--- src/rtl/qspi_rom_reader.sv ---
// Quad-SPI flash read controller: sends the read command, a 24-bit address and
// dummy clocks, then streams consecutive ROM bytes to the core.
module qspi_rom_reader #(
  parameter logic [7:0] CMD           = 8'hEB,
  parameter int         DUMMY_NIBBLES = 4,
  parameter int         ADDR_W        = 24
) (
  input  logic              clk,
  input  logic              reset,
  input  logic              restart,
  input  logic [ADDR_W-1:0] addr_in,
  input  logic              stall_read,
  output logic [7:0]        data,
  output logic              data_ready,
  output logic              busy,
  output logic              select,
  output logic              sclk,
  output logic [3:0]        cmd_addr_out,
  output logic [3:0]        cmd_addr_oe,
  input  logic [3:0]        data_in
);

  localparam int ADDR_NIBS = ADDR_W / 4;

  typedef enum logic [2:0] {
    IDLE     = 3'd0,
    DESELECT = 3'd1,
    CMD_S    = 3'd2,
    ADDR_S   = 3'd3,
    DUMMY_S  = 3'd4,
    DATA_S   = 3'd5
  } state_t;

  state_t            state_q, state_d;
  logic [ADDR_W-1:0] addr_q, addr_d;
  logic              phase_q, phase_d;
  logic [3:0]        nib_q, nib_d;
  logic [3:0]        hi_q, hi_d;
  logic [7:0]        data_q, data_d;
  logic              ready_q, ready_d;
  logic              select_q, select_d;
  logic              sclk_q, sclk_d;
  logic [ADDR_W-1:0] addr_shift;

  always_ff @(posedge clk or posedge reset) begin
    if (reset) begin
      state_q  <= IDLE;
      addr_q   <= '0;
      phase_q  <= 1'b0;
      nib_q    <= '0;
      hi_q     <= '0;
      data_q   <= '0;
      ready_q  <= 1'b0;
      select_q <= 1'b1;
      sclk_q   <= 1'b0;
    end else begin
      state_q  <= state_d;
      addr_q   <= addr_d;
      phase_q  <= phase_d;
      nib_q    <= nib_d;
      hi_q     <= hi_d;
      data_q   <= data_d;
      ready_q  <= ready_d;
      select_q <= select_d;
      sclk_q   <= sclk_d;
    end
  end

  // In DESELECT the phase bit doubles as the two-cycle deselect counter.
  always_comb begin
    state_d = state_q;
    addr_d  = addr_q;
    phase_d = phase_q;
    nib_d   = nib_q;
    hi_d    = hi_q;
    data_d  = data_q;
    ready_d = 1'b0;
    if (state_q == IDLE) begin
      if (restart) begin
        addr_d  = addr_in;
        state_d = CMD_S;
        phase_d = 1'b0;
        nib_d   = '0;
      end
    end else if (restart) begin
      addr_d  = addr_in;
      state_d = DESELECT;
      phase_d = 1'b0;
      nib_d   = '0;
    end else if (state_q == DESELECT) begin
      phase_d = ~phase_q;
      if (phase_q) state_d = CMD_S;
    end else if (!stall_read) begin
      phase_d = ~phase_q;
      if (phase_q) begin
        nib_d = nib_q + 4'd1;
        unique case (state_q)
          CMD_S: if (nib_q == 4'd1) begin
            state_d = ADDR_S;
            nib_d   = '0;
          end
          ADDR_S: if (nib_q == 4'(ADDR_NIBS - 1)) begin
            state_d = DUMMY_S;
            nib_d   = '0;
          end
          DUMMY_S: if (nib_q == 4'(DUMMY_NIBBLES - 1)) begin
            state_d = DATA_S;
            nib_d   = '0;
          end
          DATA_S: begin
            if (!nib_q[0]) begin
              hi_d  = data_in;
              nib_d = 4'd1;
            end else begin
              data_d  = {hi_q, data_in};
              ready_d = 1'b1;
              addr_d  = addr_q + ADDR_W'(1);
              nib_d   = '0;
            end
          end
          default: ;
        endcase
      end
    end
    select_d = (state_d == IDLE) || (state_d == DESELECT);
    sclk_d   = select_d ? 1'b0 : phase_d;
  end

  always_comb begin
    addr_shift   = addr_q >> (4 * (ADDR_NIBS - 1 - int'(nib_q)));
    cmd_addr_out = 4'h0;
    cmd_addr_oe  = 4'h0;
    if (state_q == CMD_S) begin
      cmd_addr_out = nib_q[0] ? CMD[3:0] : CMD[7:4];
      cmd_addr_oe  = 4'hF;
    end else if (state_q == ADDR_S) begin
      cmd_addr_out = addr_shift[3:0];
      cmd_addr_oe  = 4'hF;
    end
  end

  assign data       = data_q;
  assign data_ready = ready_q;
  assign busy       = (state_q != IDLE);
  assign select     = select_q;
  assign sclk       = sclk_q;

endmodule

--- config.mk ---
export PLATFORM = sky130hd
export DESIGN_NAME = qspi_rom_reader
export DESIGN_NICKNAME = d
export VERILOG_FILES = /design/src/rtl/qspi_rom_reader.sv
export SDC_FILE = /design/constraint.sdc
export NUM_CORES = 1
export LEC_CHECK = 0
export BUFFER_PORTS_ARGS = -buffer_cell sky130_fd_sc_hd__buf_2
export CAP_MARGIN = 20
export CORE_ASPECT_RATIO = 0.8
export CORE_MARGIN = 2
export CORE_UTILIZATION = 41
export CTS_BUF_LIST = sky130_fd_sc_hd__clkbuf_16
export DETAILED_ROUTE_END_ITERATION = 7
export GPL_TIMING_DRIVEN = 0
export SYNTH_ARGS = -nofsm -noshare
export SYNTH_HDL_FRONTEND = slang
export SYNTH_SLANG_ARGS = --single-unit
--- constraint.sdc ---
create_clock -name clk -period 3.7 [get_ports clk]
set_input_delay 0.37 -clock clk [delete_from_list [all_inputs] [get_ports clk]]
set_output_delay 0.37 -clock clk [all_outputs]
set_load 0.005 [all_outputs]
==> summary.md <==
| Metric | Value |
|---|---|
| Slew headroom | 0.592 |
| Aggregate negative setup slack | 0 ns |
| CP endpoint | cmd_addr_out[2] |
| Worst setup path startpoint | nib_q[1] |
| Flop2flop setup slack | between 1.5 and 2 ns |
| Final Slew Violations | 0 |
| Switching share of total power | 0.402 |
| Syn avg cell area | 9.21 um^2 |
| CTS resizes | 0 |
| RR Startpoint | state_q[2] |
| Ys async rst share | 1.00 |
| Clock Sinks | 47 |
| RSZ-0062 raised after global routing | false |
| Max-cap violations | 0 |
| Fmax | about 350 MHz |
| CTS root buf | clkbuf_16 |
| Post-route setup slack | 0.816 ns |
| Die X | about 99 um |
| Setup crit start kind | flop |
| Placement Cell Area | 3340 um^2 |
| Wirelength per Cell | 17.9 um |
| Clock-pin slew on the worst setup and hold paths | 0.07 ns |
| Number of synthesized flops with an enable pin | 0 |
| Combinational group share of total power | 0.377 |
| Crit path max fanout | 10 |
| Reg-to-reg endpoint | addr_q[4] |
| Hold WC Path Type | primary input to asynchronous set/reset pin |
| Post-route cell area | 3500 um^2 |
| HPWL Detailed | 6000 um |
| Critical Path End Type | output pin |
| WL final | roughly 8400 um |
| # placed instances | between 400 and 500 |
| Port buffer count | 50 |
| Max clock buf depth | 2 |
| Skew final | 0.00876 ns |
| Cts bufs inserted | 5 |
| Fin cells | between 400 and 500 |
| DRC violations left | 0 |
| Worst-margin pin slew | 0.612 ns |
| DP Worst Slack | 1.17 ns |
| Setup Buffers After CTS | 0 |
| Post-synth top flop | dfrtp_1 |
| Total number of yosys warnings | 0 |
| Worst path required time | 3.33 ns |
| LEAKAGE | 1.61 nW |
| Vias | 2802 |
| Final core utilization | 0.503 |
| Vert. Die Dim | 80.1 um |
| Total grt overflow | 0 |
| Area Overhead vs Synth | 18.0% |
| Syn Std Cell Area | 2960 um^2 |
| Min Tclk post-route | 2.88 ns |
| Crit path kind | flop to output pin |
| Yosys reg bits | between 40 and 50 |
| Initial core utilization | 0.426 |
| Drt pass-1 iters | 4 |
| Status | complete, no violations |
| ANT nets after route | 0 |
| Worst reg-to-reg path cell count | 7 |
| CTS Hold Buffers Added | 0 |
| Syn nets | 360 |
| All-Layer GR Usage | 0.221 |
| Ant diodes | 0 |
| First-pass GRT wire length | 13800 um |
| Final Hold Viols | 0 |
| Initial antenna violation count | 0 |
| Power density over cell area | 570 nW/um^2 |
| Net Sw Power | 0.801 mW |
| Arrival time worst endpoint | 2.51 ns |
| Die area | 7930 um^2 |
| Library cells used by synthesis | between 50 and 60 |
| Cells after Synth | 322 |
| Part of the cycle the worst path needs | 0.779 |
| Drt initial violations | around 220 |
| Routability cong. | 0.897 |
| H-tree depth | 2 |
| IO Pins | 52 |
| Pwr Total | about 2.0 mW |
| Avg Vias per Cell | 5.99 |
| Internal | between 1 and 1.5 mW |
| Total core area | 6960 um^2 |
| Layout cells sized above 1 | 0.265 |
| Sequential area share after synthesis | 0.397 |
| Std-Cell Rows | 27 |
| Pin count of the biggest net entering global routing | 29 |
| Final nets | between 400 and 500 |
| Min Hold Slack | between 0.07 and 0.08 ns |
| Worst-Skew Late Latency | 0.30 ns |
| Final setup vio count | 0 |
| Peak VDD IR | just over 0.2 mV |
| Clock Power Share | 0.245 |
| CTS tree | done |
| Number of global-route vias before repair | ~2600 |
| Reg power frac | 0.378 |
## registers in the layout (all words and copies together), names as in the netlist
signal and flops:
phase_q 1, hi_q 4, state_q 3, nib_q 4
data_ready 1, select 1, addr_q 24, data 8
sclk 1
## area by class of cell
type,count,area (um^2)
inverters,8,30.0
flip-flops and latches,47,1180
clock buffers,5,125
multi-input cells,244,1630
well taps,87,109
fillers,667,3460
repair buffers,51,270
plain buffers,23,123
clock inverters,3,28.8
## cells in the final DEF, fill, tap and decap left out, types with 5 or more instances in the layout
| cell type | netlist | final |
|---|---|---|
| buf_2 | 8 | 58 |
| dfrtp_1 | 46 | 46 |
| a21oi_1 | 41 | 41 |
| nand2_1 | 33 | 33 |
| nand3_1 | 19 | 19 |
| nor2_1 | 15 | 15 |
| o21ai_0 | 14 | 14 |
| o22ai_1 | 12 | 12 |
| mux2_2 | 12 | 12 |
| clkbuf_1 | 9 | 9 |
| nor3_1 | 8 | 8 |
| inv_1 | 7 | 6 |
| and3_1 | 6 | 6 |
| mux2i_1 | 6 | 6 |
| ha_1 | 6 | 6 |
| nand4_1 | 5 | 5 |
| clkbuf_16 | 0 | 5 |
## synth_stat cells (3+ instances only)
cell type  instances  area [um^2]
nand2b_1           4         25.0
or2_2              3         18.8
and3_2             3         22.5
a2bb2oi_1          3         26.3
and3_1             6         37.5
nor3_1             8         40.0
buf_4              4         30.0
o21ai_0           14         70.1
mux2i_1            6         60.1
nor2_1            15         56.3
a22oi_1            3         22.5
clkbuf_1           9         33.8
nand4_1            5         31.3
buf_2              8         40.0
or3_1              3         18.8
nand3_1           19         95.1
inv_1              7         26.3
mux4_2             3         67.6
dfrtp_1           46         1150
mux2_2            12          135
o211ai_1           3         22.5
nand3b_1           3         22.5
ha_1               6         75.1
o22ai_1           12         75.1
o31a_1             4         35.0
nand2_1           33          124
a21oi_1           41          205
## worst min path at each step
| stage | start | endpoint | slack [ns] | cells past startpoint |
|---|---|---|---|---|
| final | reset | sclk | 0.08 | 2 |
| after global routing | reset | phase_q | 0.13 | 2 |
| after CTS | reset | sclk | 0.09 | 2 |
| after detailed placement | reset | sclk | 0.42 | 2 |
| after global placement | hi_q[0] | data[4] | 0.48 | 1 |
| after floorplan | hi_q[2] | data[6] | 0.47 | 1 |
## critical path: stages (launching register included)
cell and delay (ns):
dfrtp_1 0.45, clkinv_1 0.27, ha_1 0.36, clkbuf_1 0.32, mux4_2 0.38, nand2_1 0.08, o31a_1 0.14, o32ai_1 0.08
buf_2 0.15
## logic make-up after synthesis
logic type	Yosys count	share of synthesized area
compound gates	101	0.214
xor+xnor	1	0.00296
fa+ha+maj	6	0.0253
buf+inv	31	0.0515
flops	47	0.397
mux	22	0.0975
simple gates	114	0.211
## metal layers
metal  share of wire  up-vias  global-route usage  wire length [um]
met3           0.086       10              0.0331               723
met1            0.47     1330               0.347              3970
met4           0.012        0              0.0548                98
li1                -     1330                   -                 -
met2            0.43      132               0.316              3610
met5               0        -                   0                 0
## power groups by stage
stage	sequential [mW]	combinational (mW)	clock [mW]
finish	0.754	0.751	0.489
floorplan	0.711	0.542	0
CTS	0.747	0.747	0.497
global placement	0.755	0.729	0
global route	0.768	0.838	0.516
detailed placement	0.756	0.740	0
Power figures use the tool's default switching activity.
